<file path="src/rtl/rv_isa_pkg.sv">
// ============================================================================
//  Module      : rv_isa_pkg
//  Description : RV32I shared definitions (instruction classes, opcodes, NOP)
//                used by both the instruction encoder and decoder.
//  Revision    : 1.0 - initial release
// ============================================================================
`default_nettype none

package rv_isa_pkg;

    typedef enum logic [3:0] {
        CLS_LOAD   = 4'd0,
        CLS_STORE  = 4'd1,
        CLS_BRANCH = 4'd2,
        CLS_JALR   = 4'd3,
        CLS_JAL    = 4'd4,
        CLS_LUI    = 4'd5,
        CLS_AUIPC  = 4'd6,
        CLS_OP_IMM = 4'd7,
        CLS_OP     = 4'd8
    } instr_class_e;

    localparam logic [6:0] C_OPC_LOAD   = 7'b0000011;
    localparam logic [6:0] C_OPC_STORE  = 7'b0100011;
    localparam logic [6:0] C_OPC_BRANCH = 7'b1100011;
    localparam logic [6:0] C_OPC_JALR   = 7'b1100111;
    localparam logic [6:0] C_OPC_JAL    = 7'b1101111;
    localparam logic [6:0] C_OPC_LUI    = 7'b0110111;
    localparam logic [6:0] C_OPC_AUIPC  = 7'b0010111;
    localparam logic [6:0] C_OPC_OP_IMM = 7'b0010011;
    localparam logic [6:0] C_OPC_OP     = 7'b0110011;

    localparam logic [31:0] C_NOP_WORD = 32'h0000_0013;

    // True when v[31:lo] are all copies of one bit, i.e. v fits a (lo+1)-bit signed field.
    function automatic logic upper_is_sext(input logic [31:0] v, input int unsigned lo);
        logic [31:0] t;
        t = 32'($signed(v) >>> lo);
        return (t == '0) || (t == '1);
    endfunction

endpackage

`default_nettype wire

</file>
<file path="src/rtl/instr_pack.sv">
// ============================================================================
//  Module      : instr_pack
//  Description : Combinational RV32I field packer with immediate range check.
//  Revision    : 1.0 - initial release
// ============================================================================
`default_nettype none

module instr_pack
    import rv_isa_pkg::*;
#(
    parameter logic [31:0] NOP_WORD = C_NOP_WORD
) (
    input  logic [3:0]  i_cls,
    input  logic [4:0]  i_rd,
    input  logic [4:0]  i_rs1,
    input  logic [4:0]  i_rs2,
    input  logic [2:0]  i_funct3,
    input  logic [6:0]  i_funct7,
    input  logic [31:0] i_imm,
    output logic [31:0] o_ir,
    output logic        o_err
);

    logic [31:0] w_ir;
    logic        w_ok;
    logic        w_shift;

    assign w_shift = (i_funct3 == 3'b001) || (i_funct3 == 3'b101);

    always_comb begin
        w_ir = '0;
        w_ok = 1'b1;
        case (i_cls)
            CLS_LOAD: begin
                w_ir = {i_imm[11:0], i_rs1, i_funct3, i_rd, C_OPC_LOAD};
                w_ok = upper_is_sext(i_imm, 11);
            end
            CLS_JALR: begin
                w_ir = {i_imm[11:0], i_rs1, i_funct3, i_rd, C_OPC_JALR};
                w_ok = upper_is_sext(i_imm, 11);
            end
            CLS_OP_IMM: begin
                // Shifts carry funct7 in the upper immediate bits and a 5-bit shamt.
                if (w_shift) begin
                    w_ir = {i_funct7, i_imm[4:0], i_rs1, i_funct3, i_rd, C_OPC_OP_IMM};
                    w_ok = (i_imm[31:5] == '0);
                end else begin
                    w_ir = {i_imm[11:0], i_rs1, i_funct3, i_rd, C_OPC_OP_IMM};
                    w_ok = upper_is_sext(i_imm, 11);
                end
            end
            CLS_STORE: begin
                w_ir = {i_imm[11:5], i_rs2, i_rs1, i_funct3, i_imm[4:0], C_OPC_STORE};
                w_ok = upper_is_sext(i_imm, 11);
            end
            CLS_BRANCH: begin
                w_ir = {i_imm[12], i_imm[10:5], i_rs2, i_rs1, i_funct3,
                        i_imm[4:1], i_imm[11], C_OPC_BRANCH};
                w_ok = !i_imm[0] && upper_is_sext(i_imm, 12);
            end
            CLS_JAL: begin
                w_ir = {i_imm[20], i_imm[10:1], i_imm[11], i_imm[19:12], i_rd, C_OPC_JAL};
                w_ok = !i_imm[0] && upper_is_sext(i_imm, 20);
            end
            CLS_LUI: begin
                w_ir = {i_imm[31:12], i_rd, C_OPC_LUI};
                w_ok = (i_imm[11:0] == '0);
            end
            CLS_AUIPC: begin
                w_ir = {i_imm[31:12], i_rd, C_OPC_AUIPC};
                w_ok = (i_imm[11:0] == '0);
            end
            CLS_OP: begin
                w_ir = {i_funct7, i_rs2, i_rs1, i_funct3, i_rd, C_OPC_OP};
            end
            default: begin
                w_ok = 1'b0;
            end
        endcase
    end

    assign o_err = !w_ok;
    assign o_ir  = w_ok ? w_ir : NOP_WORD;

endmodule

`default_nettype wire

</file>
<file path="src/rtl/instr_encoder.sv">
// ============================================================================
//  Module      : instr_encoder
//  Description : RV32I instruction encoder with valid/ready output register,
//                word-address counter and saturating illegal-request counter.
//  Revision    : 1.0 - initial release
// ============================================================================
`default_nettype none

module instr_encoder
    import rv_isa_pkg::*;
#(
    parameter int          ADDR_W   = 10,
    parameter logic [31:0] NOP_WORD = 32'h0000_0013
) (
    input  logic              clk,
    input  logic              rst,
    input  logic              in_valid,
    output logic              in_ready,
    input  logic [3:0]        in_class,
    input  logic [4:0]        in_rd,
    input  logic [4:0]        in_rs1,
    input  logic [4:0]        in_rs2,
    input  logic [2:0]        in_funct3,
    input  logic [6:0]        in_funct7,
    input  logic [31:0]       in_imm,
    input  logic              addr_load,
    input  logic [ADDR_W-1:0] addr_init,
    output logic              out_valid,
    input  logic              out_ready,
    output logic [31:0]       out_ir,
    output logic [ADDR_W-1:0] out_addr,
    output logic              out_err,
    output logic [7:0]        err_count
);

    logic [31:0]       w_ir;
    logic              w_err;
    logic              w_accept;
    logic [ADDR_W-1:0] w_word_addr;

    logic              r_out_valid;
    logic [31:0]       r_out_ir;
    logic [ADDR_W-1:0] r_out_addr;
    logic              r_out_err;
    logic [7:0]        r_err_count;
    logic [ADDR_W-1:0] r_cnt;

    instr_pack #(
        .NOP_WORD (NOP_WORD)
    ) u_pack (
        .i_cls    (in_class),
        .i_rd     (in_rd),
        .i_rs1    (in_rs1),
        .i_rs2    (in_rs2),
        .i_funct3 (in_funct3),
        .i_funct7 (in_funct7),
        .i_imm    (in_imm),
        .o_ir     (w_ir),
        .o_err    (w_err)
    );

    assign in_ready    = !r_out_valid || out_ready;
    assign w_accept    = in_valid && in_ready;
    // A same-cycle load redirects the accepted word itself, not just the next one.
    assign w_word_addr = addr_load ? addr_init : r_cnt;

    always_ff @(posedge clk) begin
        if (rst) begin
            r_out_valid <= 1'b0;
            r_out_ir    <= '0;
            r_out_addr  <= '0;
            r_out_err   <= 1'b0;
            r_err_count <= '0;
            r_cnt       <= '0;
        end else if (w_accept) begin
            r_out_valid <= 1'b1;
            r_out_ir    <= w_ir;
            r_out_addr  <= w_word_addr;
            r_out_err   <= w_err;
            r_cnt       <= w_word_addr + ADDR_W'(1);
            if (w_err && (r_err_count != 8'hFF)) begin
                r_err_count <= r_err_count + 8'd1;
            end
        end else begin
            if (out_ready) begin
                r_out_valid <= 1'b0;
            end
            if (addr_load) begin
                r_cnt <= addr_init;
            end
        end
    end

    assign out_valid = r_out_valid;
    assign out_ir    = r_out_ir;
    assign out_addr  = r_out_addr;
    assign out_err   = r_out_err;
    assign err_count = r_err_count;

endmodule

`default_nettype wire

</file>
<file path="config.mk">
export PLATFORM = sky130hd
export DESIGN_NAME = instr_encoder
export DESIGN_NICKNAME = d
export VERILOG_FILES = /design/src/rtl/rv_isa_pkg.sv /design/src/rtl/instr_pack.sv /design/src/rtl/instr_encoder.sv
export SDC_FILE = /design/constraint.sdc
export NUM_CORES = 1
export LEC_CHECK = 0
export BUFFER_PORTS_ARGS = -buffer_cell sky130_fd_sc_hd__buf_2
export CORE_MARGIN = 3
export CORE_UTILIZATION = 40
export CTS_CLUSTER_DIAMETER = 80
export CTS_CLUSTER_SIZE = 8
export DETAILED_ROUTE_END_ITERATION = 12
export GPL_ROUTABILITY_DRIVEN = 1
export MAX_ROUTING_LAYER = met4
export PLACE_DENSITY = 0.67
export SYNTH_ARGS = -nofsm -noshare
export SYNTH_HDL_FRONTEND = slang
export SYNTH_HIERARCHICAL = 1
export SYNTH_SLANG_ARGS = --single-unit
</file>
<file path="constraint.sdc">
create_clock -name clk -period 2.78 [get_ports clk]
set_input_delay 0.139 -clock clk [delete_from_list [all_inputs] [get_ports clk]]
set_output_delay 0.139 -clock clk [all_outputs]
set_load 0.1 [all_outputs]
</file>
==> flow_summary.yaml, run 1 <==
placed_design:
  dpl.hpwl_um: 7990
  gp_congestion: 0.914
  port_buffers: 128
clock_network:
  cts_root_buffer: "clkbuf_8"
  postCtsSetupRepairBufs: 0
  cts-resized-gates: 0
  clk_latency_ps: 340
  clk_pin_slew_worst_paths_ps: 80
  htreeDepth: 3
  clock_path_buffers: 2
  numCtsBuffers: 9
  cts_tree: "yes"
  cts.sinks: 62
  cts_hold_buf: 0
sta:
  period_share_pct: 73.3
  maxSlewHeadroom_pct: 40.2
  post-route-min-period_ps: 2040
  tightest_slew_ps: 888
  final-setup-viol-count: 0
  finalSetupTns_ps: 0
  hold_ws_ps: 192
  fmax_mhz: 491
  rsz0062_at_grt: "false"
  slew_viol_final: 0
  final.setup_skew_ps: 7.67
  timing_hold_violations_final: 0
power_and_ir_drop:
  vdd_drop_max_mv: 0.282
  leakagePower_nw: 1.81
  power_mw: 2.26
  p_per_area_nw_per_um2: 517
setup_path:
  crit_path_max_fanout: 8
  endpoint_kind: "flop"
  critPathRequiredTime_ps: 3050
  crit_path_start_kind: "primary input"
  worstSetupPathType: "in -> reg"
  crit_arrival_ps: 2310
drt:
  wl_um: 10500
  vias: 3819
  final_antenna_net_count: 0
  dr.pass1.iters: 5
  drc_errors: 0
  vias_per_cell: 5.62
  drt_iter0_markers: 173
  wire_per_inst_um: 15.4
synth:
  postSynthAreaPerCell_um2: 7.69
  synth_edf_count: 0
  synth_warnings: 6
  postSynth.asyncResetShare_pct: 0
  ys.flop_type: "dfxtp_1"
  synth_seq_cells: 62
  netlist_instances: 456
  seq_area_frac_synth_pct: 35.4
  syn_area_um2: 3510
  yosysUniqueCellTypes: 60
status:
  status: "finished, final reports clean"
finish:
  area_growth_pct: 24.9
  final_common_cell: "buf_2"
  layout-drive-gt1-share_pct: 29.6
  fin_nets: 648
  mostFrequentLayoutCells: "128 x buf_2, 86 x nand2_1, 76 x a21oi_1"
  num_antenna_cells: 0
die:
  initial_utilization_pct: 41.8
  core_area_um2: 8380
  die_w_um: 99.6
  die_area_um2: 9920
  die_h_um: 99.6
  rows: 33
  io_pins: 129
global_route:
  grt_overflow_total: 0
  grt_first_pass_wirelength_um: 17000
  grtUsageTotal_pct: 21.7
  grt_max_degree: 43
  grt_pass1_vias: 3534
  grt_antenna_before_repair: 0
flow_run:
  maxCapViolations: 0
min_path:
  holdCritPathClass: "in -> reg"
==> synthesized netlist by cell type (2+ instances only) <==
cell type	n	area share [%]
nor3b_1	2	0.43
or4_1	6	1.3
nand4_1	9	1.6
o21a_1	2	0.43
buf_6	3	0.96
a211oi_1	11	2.4
nand2_1	86	9.2
ha_1	2	0.71
a21o_1	2	0.43
o21ai_0	8	1.1
xnor2_1	4	1.0
and3_1	3	0.54
nand3_1	10	1.4
a222oi_1	6	1.7
o31a_1	2	0.50
nor2_1	30	3.2
a21boi_0	2	0.43
nor2b_1	4	0.71
or2_2	2	0.36
mux2i_1	11	3.1
inv_1	5	0.54
dfxtp_1	62	35
mux2_2	4	1.3
and3b_1	2	0.50
nor3_1	14	2.0
a31oi_1	2	0.36
a21oi_1	76	11
clkbuf_1	13	1.4
and2_1	3	0.54
buf_4	4	0.86
nand2b_1	2	0.36
xor2_1	3	0.75
a22oi_1	14	3.0
a221oi_1	3	0.75
o31ai_1	3	0.64
a211oi_2	2	0.71
buf_2	12	1.7
nor4_1	5	0.89
==> stage by stage <==
stage               cells  setup slack, ps  area, um^2  util (%)
floorplan             457              415        3510         -
global placement      664              492        4170      49.8
detailed placement    664              465        4170      49.8
CTS                   680              817        4380      52.3
global route          680              614        4380      52.3
finish                680              742        4380      52.3
==> sequential cells by signal (all words and copies together) (netlist names) <==
signal     flops
out_ir        32
out_err        1
err_count      8
r_cnt         10
out_addr      10
out_valid      1
==> kinds of logic (layout without fill, tap and decap cells) <==
family	after synthesis	after routing	synth area share, %
adders and majority gates	2	2	0.714
DFF	62	62	35.4
muxes	16	16	4.75
buffers and inverters	40	158	5.82
other	1	2	0.107
and+or+nand+nor	183	183	24.6
AOI/OAI and AO/OA	144	144	26.4
xor gates and xnor gates	8	8	2.21
==> routing by layer <==
layer | vias up | global-route usage [%] | part of all wire, %
met3 | 28 | 5.33 | 6.3
li1 | 1893 | - | -
met1 | 1775 | 26.5 | 43
met5 | - | - | 0
met2 | 123 | 35.2 | 49
met4 | 0 | 6.62 | 2.1
==> final timing paths <==
kind / from / end / slack (ps) / depth (start not counted)
min: addr_init[9] / r_cnt[9] / 190 / 4
max reg2reg: err_count[0] / err_count[6] / 1100 / 5
min reg2reg: out_ir[17] / out_ir[17] / 450 / 2
max: in_funct3[1] / err_count[6] / 740 / 9
==> cell type report <==
| class | count | area (um^2) |
|---|---|---|
| clock inverter | 6 | 68.8 |
| sequential | 62 | 1240 |
| timing repair buffer | 136 | 701 |
| inverter | 6 | 22.5 |
| multi-input combinational | 355 | 2080 |
| tap | 105 | 131 |
| clock buffer | 10 | 138 |
| fill | 851 | 4000 |
==> worst max-delay path, cell delays in order <==
cell	delay (ps)
buf_2	100
nand2b_1	210
a21boi_0	300
o32ai_1	150
a221oi_2	300
and2_1	240
o2111ai_2	250
or4_1	460
a21oi_1	140
==> power breakdown <==
| part | switching [mW] | internal, mW |
|---|---|---|
| clock | 0.374 | 0.441 |
| sequential | 0.0188 | 0.921 |
| combinational | 0.369 | 0.141 |
| total | 0.762 | 1.50 |
(Power assumes the default switching activity.)
==> run 2: changes to the inputs <==
==> constraint.sdc (replaced) <==
create_clock -name clk -period 2 [get_ports clk]
set_input_delay 0.1 -clock clk [delete_from_list [all_inputs] [get_ports clk]]
set_output_delay 0.1 -clock clk [all_outputs]
set_load 0.1 [all_outputs]
==> run 2 against run 1 <==
  * Register-to-register slack lost 780 ps
  * Combinational power grew 59%
  * Sequential power grew 39%
  * Largest cell class unchanged
  * Critical path type unchanged
  * Via count grew 4.2%
  * Sequential cell count is the same
  * Power grew 35%
  * Die area is the same
  * Critical path depth is the same
==> flow_summary.yaml, run 2 (synthesis gave the netlist of run 1 again) <==
setup_path:
  rrSetupSlack_ps: 320
  worstSetupPathType: "in -> reg"
  slowest_stage: "or4_1"
  slowest_delay_ps: 550
  path_cells: "buf_2 > nor4_1 > and3_1 > and2_1 > a221oi_2 > and2_4 > o2111ai_4 > or4_1 > a21oi_1"
  critPathRequiredTime_ps: 2260
  crit_arrival_ps: 2060
  crit_path_start: "in_imm[20]"
  r2r_end: "r_cnt[1]"
  endpoint_kind: "flop"
  crit_path_start_kind: "primary input"
  reg2regPathDepth: 6
  reg2reg_from: "out_valid"
  crit_path_max_fanout: 3
  crit_end: "err_count[4]"
clock_network:
  cts-resized-gates: 0
  numCtsBuffers: 9
  postCtsSetupRepairBufs: 0
  cts_hold_buf: 0
  clock_path_buffers: 2
  clk_pin_slew_worst_paths_ps: 70
  htreeDepth: 3
  cts.sinks: 62
  cts_root_buffer: "clkbuf_8"
  cts_tree: "yes"
  clk_latency_ps: 330
sta:
  rsz0062_at_grt: "false"
  timing_hold_violations_final: 0
  hold_ws_ps: 167
  post-route-min-period_ps: 1800
  tightest_slew_ps: 623
  final.setup_skew_ps: 5.65
  final-setup-viol-count: 0
  slew_viol_final: 0
  maxSlewHeadroom_pct: 58.4
  period_share_pct: 89.9
  worst_slack_ps: 203
  fmax_mhz: 556
drt:
  vias: 3978
  drc_errors: 0
  vias_per_cell: 5.46
  wl_um: 11300
  wire_per_inst_um: 15.5
  final_antenna_net_count: 0
  drt_iter0_markers: 213
  dr.pass1.iters: 7
finish:
  layout-drive-gt1-share_pct: 36.8
  post-route-util_pct: 57.3
  mostFrequentLayoutCells: "128 x buf_2, 86 x nand2_1, 76 x a21oi_1"
  area_growth_pct: 37.0
  final_common_cell: "buf_2"
  largest_reg_flops: 32
  fin_nets: 696
  fin_cells: 728
  num_antenna_cells: 0
global_route:
  grt_first_pass_wirelength_um: 18500
  grt_antenna_before_repair: 0
  grtUsageMet3_pct: 4.63
  grtUsageTotal_pct: 23.5
  use_met2_pct: 37.0
  grt_overflow_total: 0
  grt_pass1_vias: 3806
  grt_max_degree: 53
  met1_usage_pct: 30.6
  busiest_layer: "met2"
power_and_ir_drop:
  combPwrFrac_pct: 26.5
  leakagePower_nw: 2.07
  seqPwrFrac_pct: 42.7
  vdd_drop_max_mv: 0.622
  p_sw_mw: 1.03
  p_int_mw: 2.03
  p_per_area_nw_per_um2: 639
  p_clk_share_pct: 30.8
  p_sw_share_pct: 33.7
die:
  die_h_um: 99.6
  die_w_um: 99.6
  rows: 33
  io_pins: 129
  core_area_um2: 8380
  initial_utilization_pct: 41.8
  die_area_um2: 9920
flow_run:
  maxCapViolations: 0
min_path:
  holdCritPathClass: "in -> reg"
placed_design:
  dp_cells: 712
  gp_congestion: 0.977
  port_buffers: 128
  dpl.hpwl_um: 8900
  dpl_worst_slack_ps: -149
status:
  status: "finished, final reports clean"
## run 2: changes by cell type in the layout (fill, tap and decap cells not counted), moves of 2 or more
| cell | before | now |
|---|---|---|
| buf_12 | 0 | 3 |
| clkinvlp_4 | 4 | 1 |
| clkbuf_1 | 0 | 2 |
| buf_4 | 8 | 53 |
| dfxtp_2 | 0 | 8 |
| clkinv_2 | 0 | 3 |
| dfxtp_1 | 62 | 53 |
## run 2: per-layer routing
| layer | part of all wire [%] | wire length [um] | up-vias |
|---|---|---|---|
| li1 | - | - | 1986 |
| met1 | 44 | 4990 | 1833 |
| met2 | 48 | 5370 | 139 |
| met3 | 6.4 | 717 | 20 |
| met4 | 1.7 | 187 | 0 |
| met5 | 0 | 0 | - |
## run 2: worst min-delay path by stage
stage	from	to	cells past startpoint
after floorplan	in_funct7[6]	out_ir[31]	4
after CTS	in_funct7[6]	out_ir[31]	5
after global routing	in_funct7[6]	out_ir[31]	5
after global placement	out_ir[0]	out_ir[0]	2
after detailed placement	out_ir[16]	out_ir[16]	2
final	in_funct7[6]	out_ir[31]	5
## run 2: power groups by stage
stage	sequential (mW)	combinational, mW	clock [mW]
4_1_cts	1.31	0.814	0.975
2_1_floorplan	1.55	0.315	0
3_5_place_dp	1.34	0.813	0
5_1_grt	1.31	0.877	1.04
6_report	1.31	0.813	0.944
3_3_place_gp	1.33	0.805	0
## run 2: layout make-up
cell class	instances	area, um^2
Timing Repair Buffer	184	1100
Clock buffer	12	145
Tap cell	105	131
Fill cell	805	3580
Multi-Input combinational cell	355	2120
Inverter	6	25.0
Sequential cell	62	1250
Clock inverter	4	22.5
## run 2: through the flow
stage	instance area, um^2	power (mW)	TNS [ps]
floorplan	3600	1.87	-51.1
global placement	4630	2.14	-319
detailed placement	4630	2.15	-715
CTS	4800	3.10	0
global route	4800	3.23	0
finish	4800	3.07	0
## run 2: critical path, delay by kind of cell
family	cells	cell delay, ps
simple gates	5	1230
buf+inv	1	120
compound gates	3	600
